<file path="src/rtl/dmem_bist.sv">
// March C- built-in self-test initiator for the processor data memory.
// Optional checkerboard phases are enabled by defining DMEM_BIST_CKBD_EN.
module dmem_bist #(
  parameter int DEPTH = 100,
  parameter int AW    = 32,
  parameter int DW    = 32
) (
  input  logic          clk,
  input  logic          rst,
  input  logic          start,
  output logic          mem_sel,
  output logic [AW-1:0] mem_a,
  output logic [DW-1:0] mem_wd,
  output logic          mem_we,
  input  logic [DW-1:0] mem_rd,
  output logic          busy,
  output logic          done,
  output logic          pass,
  output logic [AW-1:0] fail_addr,
  output logic [2:0]    fail_phase
);

  typedef enum logic [1:0] {
    S_IDLE,
    S_RUN,
    S_END
  } state_t;

`ifdef DMEM_BIST_CKBD_EN
  localparam logic [2:0] LAST_PHASE = 3'd5;
`else
  localparam logic [2:0] LAST_PHASE = 3'd3;
`endif
  localparam logic [AW-1:0] ADDR_LAST = AW'(DEPTH - 1);
  localparam logic [DW-1:0] CK_EVEN   = DW'(32'hAAAA_AAAA);
  localparam logic [DW-1:0] CK_ODD    = DW'(32'h5555_5555);

  state_t          r_state, w_stateNxt;
  logic [2:0]      r_phase, w_phaseNxt;
  logic [AW-1:0]   r_addr, w_addrNxt;
  logic            r_done, w_doneNxt;
  logic            r_pass, w_passNxt;
  logic [AW-1:0]   r_failAddr, w_failAddrNxt;
  logic [2:0]      r_failPhase, w_failPhaseNxt;

  logic            w_run;
  logic            w_we;
  logic            w_cmpEn;
  logic            w_desc;
  logic [DW-1:0]   w_wd;
  logic [DW-1:0]   w_exp;
  logic [DW-1:0]   w_ckbd;
  logic            w_mismatch;
  logic            w_lastAddr;
  logic [2:0]      w_phaseInc;

  assign w_run  = (r_state == S_RUN);
  assign w_ckbd = r_addr[0] ? CK_ODD : CK_EVEN;

  // Per-phase memory operation: what to write and what the old contents must be.
  always_comb begin
    w_we    = 1'b0;
    w_cmpEn = 1'b0;
    w_desc  = 1'b0;
    w_wd    = '0;
    w_exp   = '0;
    case (r_phase)
      3'd0: begin
        w_we = 1'b1;
      end
      3'd1: begin
        w_cmpEn = 1'b1;
        w_we    = 1'b1;
        w_wd    = '1;
      end
      3'd2: begin
        w_cmpEn = 1'b1;
        w_exp   = '1;
        w_we    = 1'b1;
        w_desc  = 1'b1;
      end
      3'd3: begin
        w_cmpEn = 1'b1;
      end
`ifdef DMEM_BIST_CKBD_EN
      3'd4: begin
        w_we = 1'b1;
        w_wd = w_ckbd;
      end
      3'd5: begin
        w_cmpEn = 1'b1;
        w_exp   = w_ckbd;
      end
`endif
      default: begin
        w_we = 1'b0;
      end
    endcase
  end

  assign w_mismatch = w_run && w_cmpEn && (mem_rd != w_exp);
  assign w_lastAddr = w_desc ? (r_addr == '0) : (r_addr == ADDR_LAST);
  assign w_phaseInc = r_phase + 3'd1;

  always_comb begin
    w_stateNxt     = r_state;
    w_phaseNxt     = r_phase;
    w_addrNxt      = r_addr;
    w_doneNxt      = r_done;
    w_passNxt      = r_pass;
    w_failAddrNxt  = r_failAddr;
    w_failPhaseNxt = r_failPhase;
    case (r_state)
      S_IDLE, S_END: begin
        if (start) begin
          w_stateNxt     = S_RUN;
          w_phaseNxt     = 3'd0;
          w_addrNxt      = '0;
          w_doneNxt      = 1'b0;
          w_passNxt      = 1'b0;
          w_failAddrNxt  = '0;
          w_failPhaseNxt = 3'd0;
        end
      end
      S_RUN: begin
        if (w_mismatch) begin
          w_stateNxt     = S_END;
          w_doneNxt      = 1'b1;
          w_passNxt      = 1'b0;
          w_failAddrNxt  = r_addr;
          w_failPhaseNxt = r_phase;
        end else if (w_lastAddr) begin
          if (r_phase == LAST_PHASE) begin
            w_stateNxt = S_END;
            w_doneNxt  = 1'b1;
            w_passNxt  = 1'b1;
          end else begin
            w_phaseNxt = w_phaseInc;
            // Only the R1W0 phase walks downward, so it starts at the top word.
            w_addrNxt  = (w_phaseInc == 3'd2) ? ADDR_LAST : '0;
          end
        end else begin
          w_addrNxt = w_desc ? (r_addr - AW'(1)) : (r_addr + AW'(1));
        end
      end
      default: begin
        w_stateNxt = S_IDLE;
      end
    endcase
  end

  always_ff @(posedge clk or posedge rst) begin
    if (rst) begin
      r_state     <= S_IDLE;
      r_phase     <= 3'd0;
      r_addr      <= '0;
      r_done      <= 1'b0;
      r_pass      <= 1'b0;
      r_failAddr  <= '0;
      r_failPhase <= 3'd0;
    end else begin
      r_state     <= w_stateNxt;
      r_phase     <= w_phaseNxt;
      r_addr      <= w_addrNxt;
      r_done      <= w_doneNxt;
      r_pass      <= w_passNxt;
      r_failAddr  <= w_failAddrNxt;
      r_failPhase <= w_failPhaseNxt;
    end
  end

  assign mem_sel    = w_run;
  assign busy       = w_run;
  assign mem_a      = w_run ? r_addr : '0;
  assign mem_wd     = w_run ? w_wd : '0;
  assign mem_we     = w_run & w_we;
  assign done       = r_done;
  assign pass       = r_pass;
  assign fail_addr  = r_failAddr;
  assign fail_phase = r_failPhase;

endmodule

</file>
<file path="config.mk">
export PLATFORM = sky130hd
export DESIGN_NAME = dmem_bist
export DESIGN_NICKNAME = d
export VERILOG_FILES = /design/src/rtl/dmem_bist.sv
export SDC_FILE = /design/constraint.sdc
export NUM_CORES = 1
export LEC_CHECK = 0
export ABC_AREA = 1
export BUFFER_PORTS_ARGS = -buffer_cell sky130_fd_sc_hd__buf_2
export CAP_MARGIN = 25
export CORE_MARGIN = 3
export CORE_UTILIZATION = 35
export CTS_CLUSTER_SIZE = 24
export DETAILED_ROUTE_END_ITERATION = 8
export GPL_TIMING_DRIVEN = 0
export REMOVE_ABC_BUFFERS = 1
export SYNTH_ARGS = -nofsm -noshare
export SYNTH_HDL_FRONTEND = slang
export SYNTH_SLANG_ARGS = --single-unit
</file>
<file path="constraint.sdc">
create_clock -name clk -period 3.4 [get_ports clk]
set_clock_uncertainty 0.2 [all_clocks]
set_input_delay 0.51 -clock clk [delete_from_list [all_inputs] [get_ports clk]]
set_output_delay 0.51 -clock clk [all_outputs]
set_load 0.01 [all_outputs]
</file>
==> results.toml <==
[clock_network]
cts_root_buf = "clkbuf_16"
clk_latency_ps = 350
clkTransAtPathRegs_ps = 60
cts_tree = "yes"
cts_buffer_depth = 2
htreeDepth = 3
numCtsBuffers = 9
numClockSinks = 74

[grt]
gr-usage-met2_pct = 33.1
grt_max_degree = 65
gr-usage-met1_pct = 28.8
grt_busiest_layer = "met2"
grt_pass1_wl_mm = 30.3
antenna_found_initial = 0
grt_pass1_vias = 5796
overflow = 0
grt_util_met3_pct = 3.74
globalRouteTotalUtil_pct = 20.7

[floorplan]
num_rows = 46
die_area_um2 = 18500
dieWidth_um = 136
num_io_pins = 139
die_h_um = 136
coreArea_um2 = 16200
start_util_pct = 36.5

[placement]
dp_cells = 1282
gp_congestion = 0.928
dp_slack_ps = -750
hpwl_mm = 13.2
port_buffers = 138

[cells_and_area]
syn_to_final_growth_pct = 18.0
instances_no_fill = 1306
drive_gt1_share_pct = 17.1
antennaDiodeCount = 0
fillers = 1782
final_nets = 1127
ff_latch_area_um2 = 1850
multiInputGateArea_um2 = 3360

[sta]
hold_viol = 0
fin_crit_sh_pct = 90.6
period_minus_slack_ps = 3080
finalSetupTns_ps = 0
fin_ws_ps = 318
worstMarginPinSlew_ps = 717
finalMaxSlewViolations = 0
slew-limit-headroom_pct = 52.0
rsz0062_at_grt = "no"
setup_viol = 0
fmax_ghz = 0.324

[run]
cap_violations = 0

[critical_path]
path_max_fanout = 36
start_kind = "flop"
worst-setup-path-type = "flop to flop"
crit_start = "r_phase[0]"
crit_required_ps = 3490
reg2reg_from = "r_phase[0]"
end_kind = "flop"
critPathArrivalTime_ps = 3170

[logic_synthesis]
async_reset_ff_share_pct = 100
synth.distinct_cells = 36
synth_area_um2 = 5920
yosys-top-cells-area = "dfrtp_1 31%, nand2_1 28%, nor2_1 7.0%, nand3_1 6.7%, inv_1 5.9%"
syn_avg_cell_area_um2 = 6.03
synth_cells = 983
yosys.cell_count.top_type = "nand2_1"
yosys.area.top_type = "dfrtp_1"
synth_top_area_share_pct = 31.3
synth-edff-count = 0
ys_ff_latch = 74
yosys-top-cells-count = "436 x nand2_1, 110 x nor2_1, 93 x inv_1, 79 x nand3_1, 74 x dfrtp_1"
ys_seq_area_share_pct = 31.3
synthFlopType = "dfrtp_1"
yosysWarnings = 0

[route]
num_vias = 6251
avgViaCountPerCell = 4.79
dr.pass1.iters = 5
postRouteWirelength_mm = 19.3
remaining_drc_errors = 0
antenna_left = 0
wl_per_cell_um = 14.8
initialDrtViolationCount = 514

[power_and_ir_drop]
peakVddDrop_mv = 0.639
p_leak_uw = 0.00402
power_density_nw_per_um2 = 929

[worst_hold_path]
worstHoldPathType = "flop to flop"
hp-start = "fail_addr[12]"

[status]
status = "finished, final reports clean"
-- worst paths after layout --
check	depth (start not counted)	slack, ps	endpoint
hold reg to reg	2	270	fail_addr[12]
max in group asynchronous	4	2010	fail_addr[12]
hold / removal	2	270	fail_addr[12]
setup / recovery	13	320	r_addr[24]
setup reg to reg	13	320	r_addr[24]
min in group asynchronous	3	410	fail_addr[1]
-- sequential cells by signal, indices dropped and copies added (netlist names) --
signal / flops
fail_addr: 32
r_addr: 32
fail_phase: 3
r_phase: 3
r_state: 2
done: 1
pass: 1
-- cell type report --
cell class	count	share of cell area, %
clock inverters	6	1.50
flip-flops and latches	74	26.5
clock buffers	10	3.27
inverters	99	5.46
multi-input cells	756	48.1
repair buffers	145	11.4
well taps	216	3.86
-- timing repair --
| action | 4_1_cts | 5_1_grt |
|---|---|---|
| setup endpoints to repair | 64 | 61 |
| gates resized for setup | 4 | 7 |
| buffers inserted | 2 | 1 |
| hold buffers | 1 | 0 |
| pin swaps | 2 | 2 |
| endpoints found under the hold margin | 10 | 0 |
| gates cloned | 2 | 2 |
-- cell families (layout without fill, tap and decap cells) --
| logic type | count (synthesis) | count (layout) | share of synthesized area, % |
|---|---|---|---|
| AND/OR/NAND/NOR | 670 | 674 | 46.4 |
| adder cells (fa/ha/maj) | 7 | 7 | 1.48 |
| buffers and inverters | 157 | 260 | 13.2 |
| AO/OA/AOI/OAI | 67 | 67 | 6.46 |
| XOR/XNOR | 8 | 8 | 1.18 |
| flip-flops | 74 | 74 | 31.3 |
-- power breakdown --
part           internal (µW)  switching [µW]  leakage, µW
sequential              1220             241     0.000985
combinational           1210            2730      0.00287
clock                    713             388     0.000166
total                   3140            3360      0.00402
-- worst max-delay path: stages (launching register included) --
cell,delay [ps]
dfrtp_1,430
inv_1,180
ha_4,270
inv_2,120
nor2_4,210
buf_12,230
o21ai_1,100
nand2_1,70
inv_1,50
nand2_1,120
nand2_1,230
nor2_4,460
nand3_1,220
nand2_1,100
-- cells in the final DEF (no fill, tap or decap), types with 2 or more instances in the layout --
cell type and count:
ha_1 6, a31oi_1 2, a21oi_1 13, nand2_4 2, o21bai_1 3, buf_12 2
clkinv_2 3, nand2_1 435, buf_2 138, buf_4 2, nand3b_1 3, nor2_1 110
and2_1 5, xor2_1 6, nand3_1 79, o21ai_0 37, dfrtp_1 74, clkbuf_16 9
a41oi_1 4, inv_4 2, bufinv_16 3, o21ai_1 3, nor2_2 2, xnor2_1 2
nor4_1 4, inv_1 92, nor2_4 6, inv_2 4, or2_2 3, nor3_1 6
nand4_1 15
-- stage by stage --
stage          util (%)  hold WS (ps)  cell area (µm²)  power [µW]
4_1_cts            42.7           263             6930        6450
5_1_grt            43.1           294             6990        7110
2_1_floorplan         -           271             5520        3850
3_5_place_dp       40.3           233             6540        5150
3_3_place_gp       39.9           256             6480        5090
6_report           43.1           271             6990        6500
-- routing by layer --
metal | share of wire (%) | wire length (µm)
met1 | 48 | 9250
met2 | 45 | 8760
met3 | 5.0 | 968
met4 | 1.9 | 367
met5 | 0 | 0
Note: power is estimated with default switching activity, not from simulation.
